### src/rtl/wb_mem_arbiter.sv
// -----------------------------------------------------------------------------
// wb_mem_arbiter
//   Wishbone-classic arbiter that lets two masters share one single-port memory.
//   The masters are the control unit's instruction-fetch port and its data port.
//   Once a master holds the grant, transfers pass through with no added wait
//   states. A bus-timeout watchdog returns err if the memory never acks, so the
//   CPU cannot hang on a missing ack.
//
//   Parameters
//     AW       address width
//     DW       data width
//     RR       0: fixed priority (data wins); 1: round-robin on simultaneous request
//     TIMEOUT  strobe-without-ack cycles before err is returned; 0 disables
//
//   Ports
//     clk, rst                      clock (rising edge), async reset (active-low)
//     inst_cyc_i/stb_i/adr_i        fetch master request
//     inst_ack_o/err_o/dat_o        fetch master response
//     data_cyc_i/stb_i/we_i/adr_i   data master request
//     data_dat_i                    data master write data
//     data_ack_o/err_o/dat_o        data master response
//     mem_cyc_o/stb_o/we_o          memory port control
//     mem_adr_o/dat_o               memory port address / write data
//     mem_dat_i, mem_ack_i          memory port read data / ack
//     grant_o                       01 inst owns bus, 10 data owns bus, 00 idle
//
//   state | meaning
//   ------+--------------------------------------------------------------
//   IDLE  | no owner; memory port quiet; arbitrate every cycle
//   GNT_I | fetch master owns the memory port until its cyc drops
//   GNT_D | data master owns the memory port until its cyc drops
// -----------------------------------------------------------------------------
module wb_mem_arbiter #(
    parameter int AW      = 32,
    parameter int DW      = 32,
    parameter int RR      = 0,
    parameter int TIMEOUT = 16
) (
    input  logic          clk,
    input  logic          rst,

    input  logic          inst_cyc_i,
    input  logic          inst_stb_i,
    input  logic [AW-1:0] inst_adr_i,
    output logic          inst_ack_o,
    output logic          inst_err_o,
    output logic [DW-1:0] inst_dat_o,

    input  logic          data_cyc_i,
    input  logic          data_stb_i,
    input  logic          data_we_i,
    input  logic [AW-1:0] data_adr_i,
    input  logic [DW-1:0] data_dat_i,
    output logic          data_ack_o,
    output logic          data_err_o,
    output logic [DW-1:0] data_dat_o,

    output logic          mem_cyc_o,
    output logic          mem_stb_o,
    output logic          mem_we_o,
    output logic [AW-1:0] mem_adr_o,
    output logic [DW-1:0] mem_dat_o,
    input  logic [DW-1:0] mem_dat_i,
    input  logic          mem_ack_i,

    output logic [1:0]    grant_o
);

    // Encodings double as the grant_o value.
    typedef enum logic [1:0] {
        IDLE  = 2'b00,
        GNT_I = 2'b01,
        GNT_D = 2'b10
    } state_t;

    state_t state;
    state_t state_nxt;
    state_t pick;
    logic   last_gnt_data;   // 0: fetch master was granted last, 1: data master
    logic   xfer_ack;
    logic   timeout_hit;

    // Winner if the bus were free this cycle.
    always_comb begin
        pick = IDLE;
        if (inst_cyc_i && data_cyc_i) begin
            if (RR != 0)
                pick = last_gnt_data ? GNT_I : GNT_D;
            else
                pick = GNT_D;
        end else if (data_cyc_i) begin
            pick = GNT_D;
        end else if (inst_cyc_i) begin
            pick = GNT_I;
        end
    end

    // The owner keeps the bus while its cyc stays high. Handover to the next
    // master happens in the same cycle the owner lets go, so there is no dead cycle.
    always_comb begin
        state_nxt = state;
        case (state)
            IDLE:    state_nxt = pick;
            GNT_I:   if (!inst_cyc_i) state_nxt = pick;
            GNT_D:   if (!data_cyc_i) state_nxt = pick;
            default: state_nxt = IDLE;
        endcase
    end

    always_ff @(posedge clk or negedge rst) begin
        if (!rst) begin
            state         <= IDLE;
            last_gnt_data <= 1'b0;
        end else begin
            state <= state_nxt;
            if (state_nxt == GNT_I)
                last_gnt_data <= 1'b0;
            else if (state_nxt == GNT_D)
                last_gnt_data <= 1'b1;
        end
    end

    // The memory-port mux is decoded from the registered state. An async reset
    // therefore drops the bus at once, without waiting for a clock edge.
    // The strobe is qualified with cyc. Once the owner has let go, a late
    // mem_ack_i matches no strobe and is discarded.
    always_comb begin
        mem_cyc_o = 1'b0;
        mem_stb_o = 1'b0;
        mem_we_o  = 1'b0;
        mem_adr_o = '0;
        mem_dat_o = '0;
        case (state)
            GNT_I: begin
                mem_cyc_o = inst_cyc_i;
                mem_stb_o = inst_cyc_i & inst_stb_i;
                mem_adr_o = inst_adr_i;
            end
            GNT_D: begin
                mem_cyc_o = data_cyc_i;
                mem_stb_o = data_cyc_i & data_stb_i;
                mem_we_o  = data_cyc_i & data_we_i;
                mem_adr_o = data_adr_i;
                mem_dat_o = data_dat_i;
            end
            default: ;
        endcase
    end

    assign xfer_ack = mem_stb_o & mem_ack_i;

    // The watchdog counts strobe cycles that get no ack. err is raised during
    // the TIMEOUT-th such cycle. An ack in that same cycle wins over err.
    generate
        if (TIMEOUT > 0) begin : g_wd
            localparam int CW = $clog2(TIMEOUT + 1);
            localparam logic [CW-1:0] WD_LAST = CW'(TIMEOUT - 1);

            logic [CW-1:0] wd_cnt;

            always_ff @(posedge clk or negedge rst) begin
                if (!rst)
                    wd_cnt <= '0;
                else if ((state_nxt != state) || !mem_stb_o || mem_ack_i || timeout_hit)
                    wd_cnt <= '0;
                else
                    wd_cnt <= wd_cnt + 1'b1;
            end

            assign timeout_hit = mem_stb_o & ~mem_ack_i & (wd_cnt == WD_LAST);
        end else begin : g_no_wd
            assign timeout_hit = 1'b0;
        end
    endgenerate

    assign inst_ack_o = (state == GNT_I) & xfer_ack;
    assign inst_err_o = (state == GNT_I) & timeout_hit;
    assign data_ack_o = (state == GNT_D) & xfer_ack;
    assign data_err_o = (state == GNT_D) & timeout_hit;

    assign inst_dat_o = mem_dat_i;
    assign data_dat_o = mem_dat_i;

    assign grant_o = state;

endmodule

### config.mk
export PLATFORM = sky130hd
export DESIGN_NAME = wb_mem_arbiter
export DESIGN_NICKNAME = d
export VERILOG_FILES = /design/src/rtl/wb_mem_arbiter.sv
export SDC_FILE = /design/constraint.sdc
export NUM_CORES = 1
export LEC_CHECK = 0
export BUFFER_PORTS_ARGS = -buffer_cell sky130_fd_sc_hd__buf_2
export CAP_MARGIN = 20
export CELL_PAD_IN_SITES_DETAIL_PLACEMENT = 1
export CELL_PAD_IN_SITES_GLOBAL_PLACEMENT = 2
export CORE_MARGIN = 5
export CORE_UTILIZATION = 13
export CTS_BUF_LIST = sky130_fd_sc_hd__clkbuf_16
export DETAILED_ROUTE_END_ITERATION = 6
export GPL_TIMING_DRIVEN = 0
export PLACE_DENSITY_LB_ADDON = 0.1
export SETUP_SLACK_MARGIN = 0.4
export SLEW_MARGIN = 40
export SYNTH_ARGS = -nofsm -noshare
export SYNTH_HDL_FRONTEND = slang
export SYNTH_SLANG_ARGS = --single-unit
### constraint.sdc
create_clock -name clk -period 4.35 [get_ports clk]
set_clock_uncertainty 0.15 [all_clocks]
set_input_delay 1.305 -clock clk [delete_from_list [all_inputs] [get_ports clk]]
set_output_delay 1.305 -clock clk [all_outputs]
set_load 0.03 [all_outputs]
# Word level (Yosys, flattened, before mapping)
# Cells that the tools add are included.
# W data, S select, Z words.
[totals]
ff_bits = 7
out_inout_bits = 137
[classes]
n_addsub = 1
muxes = 12
bitwise = 11
reduce_logical = 6
n_eq_ne = 4
[op_table]
columns = ["op", "n"]
rows = [
  ["$pmux W32 S2", 1],
  ["$mux W32", 1],
  ["$and A1 B1 Y1", 10],
  ["$mux W2", 4],
  ["$pmux W2 S3", 1],
  ["$add A5 B1 Y5 const B", 1],
  ["$eq A5 B4 Y1 const B", 1],
  ["$mux W5", 1],
  ["$pmux W1 S2", 2],
  ["$logic_or A1 B1 Y1", 3],
  ["$eq A2 B1 Y1 const B", 1],
  ["$eq A2 B2 Y1 const B", 1],
  ["$logic_not A2 Y1", 1],
  ["$mux W1", 2],
  ["$ne A2 B2 Y1", 1],
  ["$logic_and A1 B1 Y1", 1],
  ["$logic_not A1 Y1", 1],
  ["$not A1 Y1", 1],
]

# Longest topological paths before layout
# Gate-level depths: netlist (run 1).
[depth]
ltp_word = 10
ltp_mapped = 7
ltp_nobuf = 6

# Worst setup path before layout (run 1)
# OpenSTA, ideal clock, no wires.
[synth_path]
path_kind = "input-to-output"
from = "input port data_cyc_i"
to = "output port data_err_o"
arrival_ns = 2.215
stages = 4
slack_ns = 0.680
required_ns = 2.895
cell_sequence = "buf_6 -> nand4_1 -> nand2_1 -> and4b_1"
[synth_via]
elab_chain_cells = 5
[synth_rtl]
columns = ["item", "line_no", "rtl"]
rows = [
  ["start: declaration", "49", "input logic data_cyc_i,"],
  ["$and A1 B1 Y1", "141", "mem_stb_o = data_cyc_i & data_stb_i;"],
  ["$pmux W1 S2", "133", "case (state)"],
  ["via mem_stb_o", "59", "output logic mem_stb_o,"],
  ["$and A1 B1 Y1 (2 in a row)", "170", "assign timeout_hit = mem_stb_o & ~mem_ack_i & (wd_cnt == WD_LAST);"],
  ["$and A1 B1 Y1", "179", "assign data_err_o = (state == GNT_D) & timeout_hit;"],
  ["end: declaration", "55", "output logic data_err_o,"],
]
# The timed path passes the listed nets, and every way through them passes these cells.

# Final worst setup path (run 1)
[layout_path]
from = "input port inst_cyc_i"
to = "output port inst_err_o"
[layout_via]
elab_chain_cells = 5
[layout_rtl]
columns = ["item", "line_no", "rtl"]
rows = [
  ["start: declaration", "42", "input logic inst_cyc_i,"],
  ["$and A1 B1 Y1", "136", "mem_stb_o = inst_cyc_i & inst_stb_i;"],
  ["$pmux W1 S2", "133", ""],
  ["$and A1 B1 Y1 (2 in a row)", "170", ""],
  ["$and A1 B1 Y1", "177", "assign inst_err_o = (state == GNT_I) & timeout_hit;"],
  ["end: declaration", "46", "output logic inst_err_o,"],
]
# No other way between the ends.

==> results of run 1 <==
==> metrics by stage <==
step,hold slack (ns),setup WS (ns),util
2_1_floorplan,0.306,0.680,-
3_3_place_gp,0.328,0.662,0.240
3_5_place_dp,0.326,0.660,0.240
4_1_cts,0.337,0.592,0.246
5_1_grt,0.370,0.514,0.246
6_report,0.337,0.652,0.246
==> cell type report <==
type                            instances  area [sq um]
Fill cell                            1690         10000
Tap cell                              176           220
Clock buffer                            3          75.1
Timing Repair Buffer                  239          1200
Clock inverter                          1          3.75
Multi-Input combinational cell        145          1030
Inverter                                4          15.0
Buffer                                 80           554
Sequential cell                         7           175
==> final timing paths <==
| check | slack [ns] | cells past startpoint | endpoint | startpoint |
|---|---|---|---|---|
| setup reg to reg | 2.00 | 6 | g_wd.wd_cnt[4] | grant_o[0] |
| max in group asynchronous | 3.14 | 1 | g_wd.wd_cnt[1] | rst |
| hold reg to reg | 0.34 | 1 | g_wd.wd_cnt[0] | g_wd.wd_cnt[0] |
| hold / removal | 0.34 | 1 | g_wd.wd_cnt[0] | g_wd.wd_cnt[0] |
| min in group asynchronous | 0.75 | 1 | g_wd.wd_cnt[3] | rst |
| setup / recovery | 0.65 | 5 | inst_err_o | inst_cyc_i |
==> metal layers <==
metal / GRT usage / share of wire / vias up
li1: - / - / 1225
met1: 0.113 / 0.34 / 1127
met2: 0.233 / 0.56 / 132
met3: 0.0307 / 0.094 / 8
met4: 0.0151 / 0.0085 / 2
met5: 0 / 0.0013 / -
==> placed cells by master (no fill, tap or decap), types with 2 or more instances in the layout <==
master,n
buf_2,241
buf_4,65
a22oi_1,33
nor2b_1,33
and2_1,33
clkbuf_1,12
ha_1,7
dfrtp_1,7
nand2_1,5
inv_1,4
nor2_1,4
and3_1,4
nor3_1,4
clkbuf_16,3
a22o_1,2
a21oi_1,2
nand4_1,2
nor4b_2,2
and4b_1,2
==> cell families after synthesis <==
kind of cell,Yosys count,share of synthesized area
buffers and inverters,84,0.321
xor gates and xnor gates,2,0.00987
adders and majority gates,7,0.0494
and+or+nand+nor,92,0.324
AOI/OAI and AO/OA,44,0.197
DFF,7,0.0987
==> registers in the layout (all words and copies together), names as in the netlist <==
register and flops:
grant_o 2, g_wd.wd_cnt 5
==> critical path: stages <==
cell,delay [ns]
buf_2,0.15
nand4_1,0.12
nand2_1,0.23
and4b_1,0.22
buf_2,0.21
==> where the power goes <==
part	internal, mW	switching [mW]	leakage, nW
Clock	0.119	0.0332	0.0423
Combinational	0.469	0.904	1.74
Sequential	0.0734	0.0183	0.0956
==> metrics.cfg, run 1 <==
[grt]
grt_pass1_wl_microns = 14500
grt_max_degree = 11
gr-usage-all-layers = 0.113
globalRouteOverflowTotal = 0
grt_pass1_vias = 2617
antenna_found_initial = 1

[routing]
drc_errors = 0
vias = 2494
drt-wirelength-per-cell_microns = 15.6
vias_per_cell = 3.81
firstDrtPassIters = 4
drtIter0Drc = 58
finalWirelength_microns = 10200
drtAntennaViolNets = 0

[yosys]
syn_area_per_cell_sq_um = 7.52
async_flop_share = 1.00
yosys.area.top_type = buf_4
syn_area_sq_um = 1770
synth_most_common_cell = buf_4
ys_types = 32
synth-edff-count = 0
synth_top_area_frac = 0.275
ys.flop_type = dfrtp_1
yosysSeqAreaShare = 0.0987
synth_nets = 379
synth_seq_cells = 7
synth.top_cells.by_area = buf_4 (28%), a22oi_1 (14%), and2_1 (12%)
synthTopCellsByCount = buf_4 (65), a22oi_1 (33), and2_1 (33), nor2b_1 (33), clkbuf_1 (12)
synth_warnings = 0
syn_inst = 236

[die]
core_sq_um = 13300
io-pin-count = 273
die_w_microns = 127
die_h_microns = 127
start_util = 0.133
rows = 42
fp.dieArea_sq_um = 16100

[power]
p_total_mw = 1.62
ir_drop_mv = 0.230
pwr_density_cell_nw_per_um2 = 495
p_leak_nw = 1.87

[cts]
cts_root_buf = clkbuf_16
cts.clk_slew.worst_paths_ns = 0.03
cts_tree = done
post_cts.repair.setup_buffers = 0
cts_resized = 0
h-tree-depth = 1
cts_buffers = 3
clk_path_buf_depth = 2
clk_latency_ns = 0.23
cts.sinks = 7
cts_hold_buf = 0

[cells_and_area]
diodes = 0
instances_no_fill = 655
layout.nets = 623
fin_area_sq_um = 3270
drive_above_1_share = 0.660
synthToLayoutAreaGrowth_pct = 84.3

[worst_setup_path]
arrival_ns = 2.24
cp-end-kind = output port
cp_data_required_time_ns = 2.89
cp-start-kind = input port
critical_path_class = input port to output port
crit_fanout = 6

[timing]
finalHoldViolations = 0
fin_crit_sh = 0.850
finalSetupViolations = 0
fin_crit_ns = 3.70
slew_violations = 0
worst_slew_pin_slew_ns = 0.459
tns_ns = 0
rsz0062_at_grt = false
clock.fmax_ghz = 0.270
max_slew_margin = 0.694

[flow_run]
maxCapViolations = 0

[placed_design]
post_dp_cell_area_sq_um = 3190
dpl.cell_count = 651
gp_congestion = 0.787
post-dp-hpwl_microns = 9080
port_buffers = 239

[min_path]
min_path_type = register to register

[status]
status = complete, no violations

Power figures use the tool's default switching activity.
==> run 2: changes to the inputs <==
- CELL_PAD_IN_SITES_GLOBAL_PLACEMENT: 2 -> 1
- CORE_AREA: not set -> 2 2 106 108
- CORE_MARGIN: 5 -> not set
- CORE_UTILIZATION: 13 -> not set
- DIE_AREA: not set -> 0 0 108 110
==> metrics.cfg, run 2 (synthesized netlist as in run 1, its figures left out) <==
[status]
status = complete, no violations

[cts]
post_cts.repair.setup_buffers = 0
clk_latency_ns = 0.23
clk_path_buf_depth = 2
cts_tree = done
h-tree-depth = 1
cts.sinks = 7
cts_root_buf = clkbuf_16
cts_resized = 0
cts_hold_buf = 0
cts.clk_slew.worst_paths_ns = 0.04
cts_buffers = 3

[min_path]
hold_start = g_wd.wd_cnt[0]
min_path_type = register to register

[timing]
rsz0062_at_grt = false
fin_crit_sh = 0.835
worst_slew_pin_slew_ns = 0.473
tns_ns = 0
finalHoldViolations = 0
clock.fmax_ghz = 0.275
finalSetupViolations = 0
max_slew_margin = 0.685
fin_crit_ns = 3.63
slew_violations = 0

[worst_setup_path]
cp_cell_sequence = buf_2 > nand4_1 > nand2_1 > and4b_1 > buf_2
critical-path-top-delay-family = simple AND/OR/NAND/NOR gates
cp_data_required_time_ns = 2.89
crit_path_start = inst_cyc_i
cp-start-kind = input port
arrival_ns = 2.18
critPathBufInv = 2
crit_fanout = 6
slowest_stage = and4b_1
cp-end-kind = output port
max_stage_delay_ns = 0.21
critical_path_class = input port to output port
worstReg2RegStart = grant_o[1]
r2r_setup_slack_ns = 2.13
cp_common_cell = buf_2

[cells_and_area]
layout.nets = 623
fin_area_sq_um = 3230
postLayoutCoreUtil = 0.302
mostFrequentLayoutCells = buf_2 (241), buf_4 (65), a22oi_1 (33), nor2b_1 (33), and2_1 (33)
final_common_cell = buf_2
regMostFlops = g_wd.wd_cnt
synthToLayoutAreaGrowth_pct = 81.9
largest_register_ffs = 5
drive_above_1_share = 0.660
fillCellCount = 1393

[routing]
vias_per_cell = 4.01
drtAntennaViolNets = 0
drtIter0Drc = 41
firstDrtPassIters = 4
drc_errors = 0
finalWirelength_microns = 8670
vias = 2485
drt-wirelength-per-cell_microns = 14.0

[die]
fp.dieArea_sq_um = 11900
io-pin-count = 273
rows = 38
core_sq_um = 10700
die_h_microns = 110
die_w_microns = 108
start_util = 0.166

[grt]
grt_pass1_vias = 2388
grt_max_degree = 11
antenna_found_initial = 1
globalRouteOverflowTotal = 0
grt_pass1_wl_microns = 12400
gr-usage-all-layers = 0.130

[flow_run]
maxCapViolations = 0

[placed_design]
post_dp_cell_area_sq_um = 3150
post-dp-hpwl_microns = 7680
gp_congestion = 0.713
port_buffers = 239

[power]
p_leak_nw = 1.87
pwr_density_cell_nw_per_um2 = 495
ir_drop_mv = 0.139
p_total_mw = 1.60

[run 2: cell types whose count changed in the layout (fill, tap and decap cells not counted)]
cell	delta
diode_2	+1
[run 2: final timing paths]
kind | to | cells past startpoint
max | data_err_o | 5
min | g_wd.wd_cnt[0] | 1
max reg2reg | g_wd.wd_cnt[0] | 6
min reg2reg | g_wd.wd_cnt[0] | 1
max in group asynchronous | grant_o[1] | 1
min in group asynchronous | g_wd.wd_cnt[2] | 1
[run 2: worst reg2reg max path, delay by kind of cell, from the launching register on]
family / cells / cell delay, ns
adder cells (fa/ha/maj): 1 / 0.47
buffers and inverters: 1 / 0.13
flip-flops: 1 / 0.48
AND/OR/NAND/NOR: 3 / 0.63
AO/OA/AOI/OAI: 1 / 0.26
[run 2: layout make-up]
type | instances | area, sq um | area share
timing repair buffer | 239 | 1200 | 0.371
multi-input combinational | 145 | 1030 | 0.319
buffer | 80 | 554 | 0.172
sequential | 7 | 175 | 0.0543
tap | 140 | 175 | 0.0543
clock buffer | 3 | 75.1 | 0.0233
inverter | 4 | 15.0 | 0.00465
clock inverter | 1 | 3.75 | 0.00116
antenna | 1 | 2.50 | 0.000775
[run 2: layer usage]
| layer | vias to the layer above | track usage | share of wire |
|---|---|---|---|
| met5 | - | 0 | 0 |
| met4 | 0 | 0.0229 | 0.011 |
| met3 | 7 | 0.0218 | 0.091 |
| met2 | 119 | 0.274 | 0.56 |
| met1 | 1131 | 0.135 | 0.34 |
| li1 | 1228 | - | - |
[run 2: metrics by stage]
step	hold WS, ns	instances	setup slack [ns]
after floorplan	0.306	236	0.680
after global placement	0.330	615	0.719
after detailed placement	0.339	615	0.711
after CTS	0.341	619	0.713
after global routing	0.375	620	0.613
final	0.342	620	0.720
[run 2: power breakdown]
part	switching [mW]	internal (mW)	total [mW]	leakage, nW
registers	0.0176	0.0734	0.0910	0.0956
clock network	0.0346	0.120	0.154	0.0423
logic	0.882	0.469	1.35	1.74
==> run 3: changes to the inputs <==
- clock period: 4.35 -> 3.45 ns (I/O delays scaled with it)
==> metrics.cfg, run 3 (synthesized netlist as in run 1, its figures left out) <==
[routing]
firstDrtPassIters = 4
drc_errors = 0
drtAntennaViolNets = 0
vias_per_cell = 3.98
vias = 2486
finalWirelength_microns = 8930
drtIter0Drc = 96
drt-wirelength-per-cell_microns = 14.3

[timing]
finalHoldViolations = 0
finalSetupViolations = 0
rsz0062_at_grt = true
fin_ws_ns = 0.460
worst_slew_pin_slew_ns = 0.377
tns_ns = 0
slew_violations = 0
clock.fmax_ghz = 0.334
max_slew_margin = 0.749
fin_crit_ns = 2.99
fin_crit_sh = 0.867

[die]
die_w_microns = 108
fp.dieArea_sq_um = 11900
rows = 38
io-pin-count = 273
core_sq_um = 10700
die_h_microns = 110
start_util = 0.166

[cts]
cts.sinks = 7
cts_hold_buf = 0
clk_path_buf_depth = 2
h-tree-depth = 1
clk_latency_ns = 0.23
cts.clk_slew.worst_paths_ns = 0.04
cts_root_buf = clkbuf_16
cts_buffers = 3
cts_tree = done

[cells_and_area]
synthToLayoutAreaGrowth_pct = 90.1
layout.nets = 628
instances_no_fill = 624
final_common_cell = buf_2
fillCellCount = 1379
mostFrequentLayoutCells = buf_2 (227), buf_4 (78), a22oi_1 (33), nor2b_1 (33), and2_1 (33)
diodes = 0
largest_register_ffs = 5
regMostFlops = g_wd.wd_cnt
fin_area_sq_um = 3370
drive_above_1_share = 0.700

[placed_design]
post-dp-hpwl_microns = 7770
port_buffers = 239
gp_congestion = 0.770
dpl.cell_count = 615
pre_cts_ws_ns = 0.296
post_dp_cell_area_sq_um = 3150

[worst_setup_path]
arrival_ns = 1.80
crit_fanout = 6
critical-path-top-delay-family = simple AND/OR/NAND/NOR gates
slowest_stage = and4b_2
reg2reg_depth = 7
critical_path_class = input port to output port
cp-end-kind = output port
r2r_setup_slack_ns = 1.42
critPathBufInv = 2
max_stage_delay_ns = 0.23
cp_data_required_time_ns = 2.26
cp_cell_sequence = clkbuf_4 > nand4_1 > nand2_2 > and4b_2 > buf_6
cp-start-kind = input port
worstReg2RegStart = grant_o[0]
r2r_end = g_wd.wd_cnt[0]

[grt]
antenna_found_initial = 0
gr-usage-all-layers = 0.131
grt_max_degree = 11
grt_pass1_vias = 2363
grt_pass1_wl_microns = 12400
globalRouteOverflowTotal = 0

[min_path]
min_path_cells = 1
hold_start = g_wd.wd_cnt[0]
min_to = g_wd.wd_cnt[0]
min_path_type = register to register

[flow_run]
maxCapViolations = 0

[power]
swShare = 0.559
pwr_density_cell_nw_per_um2 = 639
p_leak_nw = 1.94
ir_drop_mv = 0.235
p_int_mw = 0.951
p_comb_frac = 0.860
p_clk_frac = 0.091
p_sw_mw = 1.20
p_seq_frac = 0.050

[status]
status = complete, no violations

## run 3: changes by cell type in the layout (fill, tap and decap cells not counted), moves of 3 or more
| cell | previous run | this run |
|---|---|---|
| clkbuf_1 | 12 | 1 |
| buf_6 | 1 | 5 |
| buf_2 | 241 | 227 |
| buf_4 | 65 | 78 |
| clkbuf_2 | 0 | 3 |
| clkbuf_4 | 0 | 9 |
## run 3: through the flow
step / power, mW / util / hold slack (ns)
6_report: 2.15 / 0.315 / 0.339
5_1_grt: 2.31 / 0.315 / 0.369
4_1_cts: 2.15 / 0.310 / 0.340
3_5_place_dp: 1.86 / 0.295 / 0.335
3_3_place_gp: 1.84 / 0.295 / 0.330
2_1_floorplan: 1.34 / - / 0.306
## run 3: cell type report
type                            instances  area [sq um]  area share
Buffer                                 80           599       0.178
Clock buffer                            3          75.1      0.0223
Clock inverter                          1          3.75     0.00111
Inverter                                4          15.0     0.00445
Multi-Input combinational cell        145          1050       0.311
Sequential cell                         7           178      0.0527
Tap cell                              140           175      0.0519
Timing Repair Buffer                  244          1280       0.379
## run 3: how the worst max path moves through the flow
stage	start	endpoint	slack, ns	depth (start not counted)
2_1_floorplan	grant_o[1]	mem_adr_o[10]	0.44	6
3_3_place_gp	grant_o[0]	mem_adr_o[5]	0.30	7
4_1_cts	grant_o[1]	mem_adr_o[5]	0.37	7
6_report	inst_cyc_i	inst_err_o	0.46	5
5_1_grt	grant_o[0]	mem_adr_o[17]	0.38	7
3_5_place_dp	grant_o[0]	mem_adr_o[5]	0.30	7
## run 3: repair_timing
| item | CTS | global route |
|---|---|---|
| hold endpoints to repair | 0 | 0 |
| resized for setup | 29 | 21 |
| pin swaps | 1 | 2 |
| setup endpoints to repair | 62 | 53 |
| setup buffers | 3 | 2 |
## run 3: routing by layer
metal	GRT usage	part of all wire	vias up
li1	-	-	1230
met1	0.133	0.34	1137
met2	0.278	0.57	113
met3	0.0235	0.083	6
met4	0.0201	0.0060	0
met5	0	0	-
## run 3: power groups by stage
stage	logic (mW)	clock network [mW]	registers, mW
floorplan	1.21	0	0.129
global placement	1.72	0	0.116
detailed placement	1.74	0	0.117
CTS	1.84	0.198	0.112
global route	2.00	0.205	0.107
finish	1.85	0.196	0.107
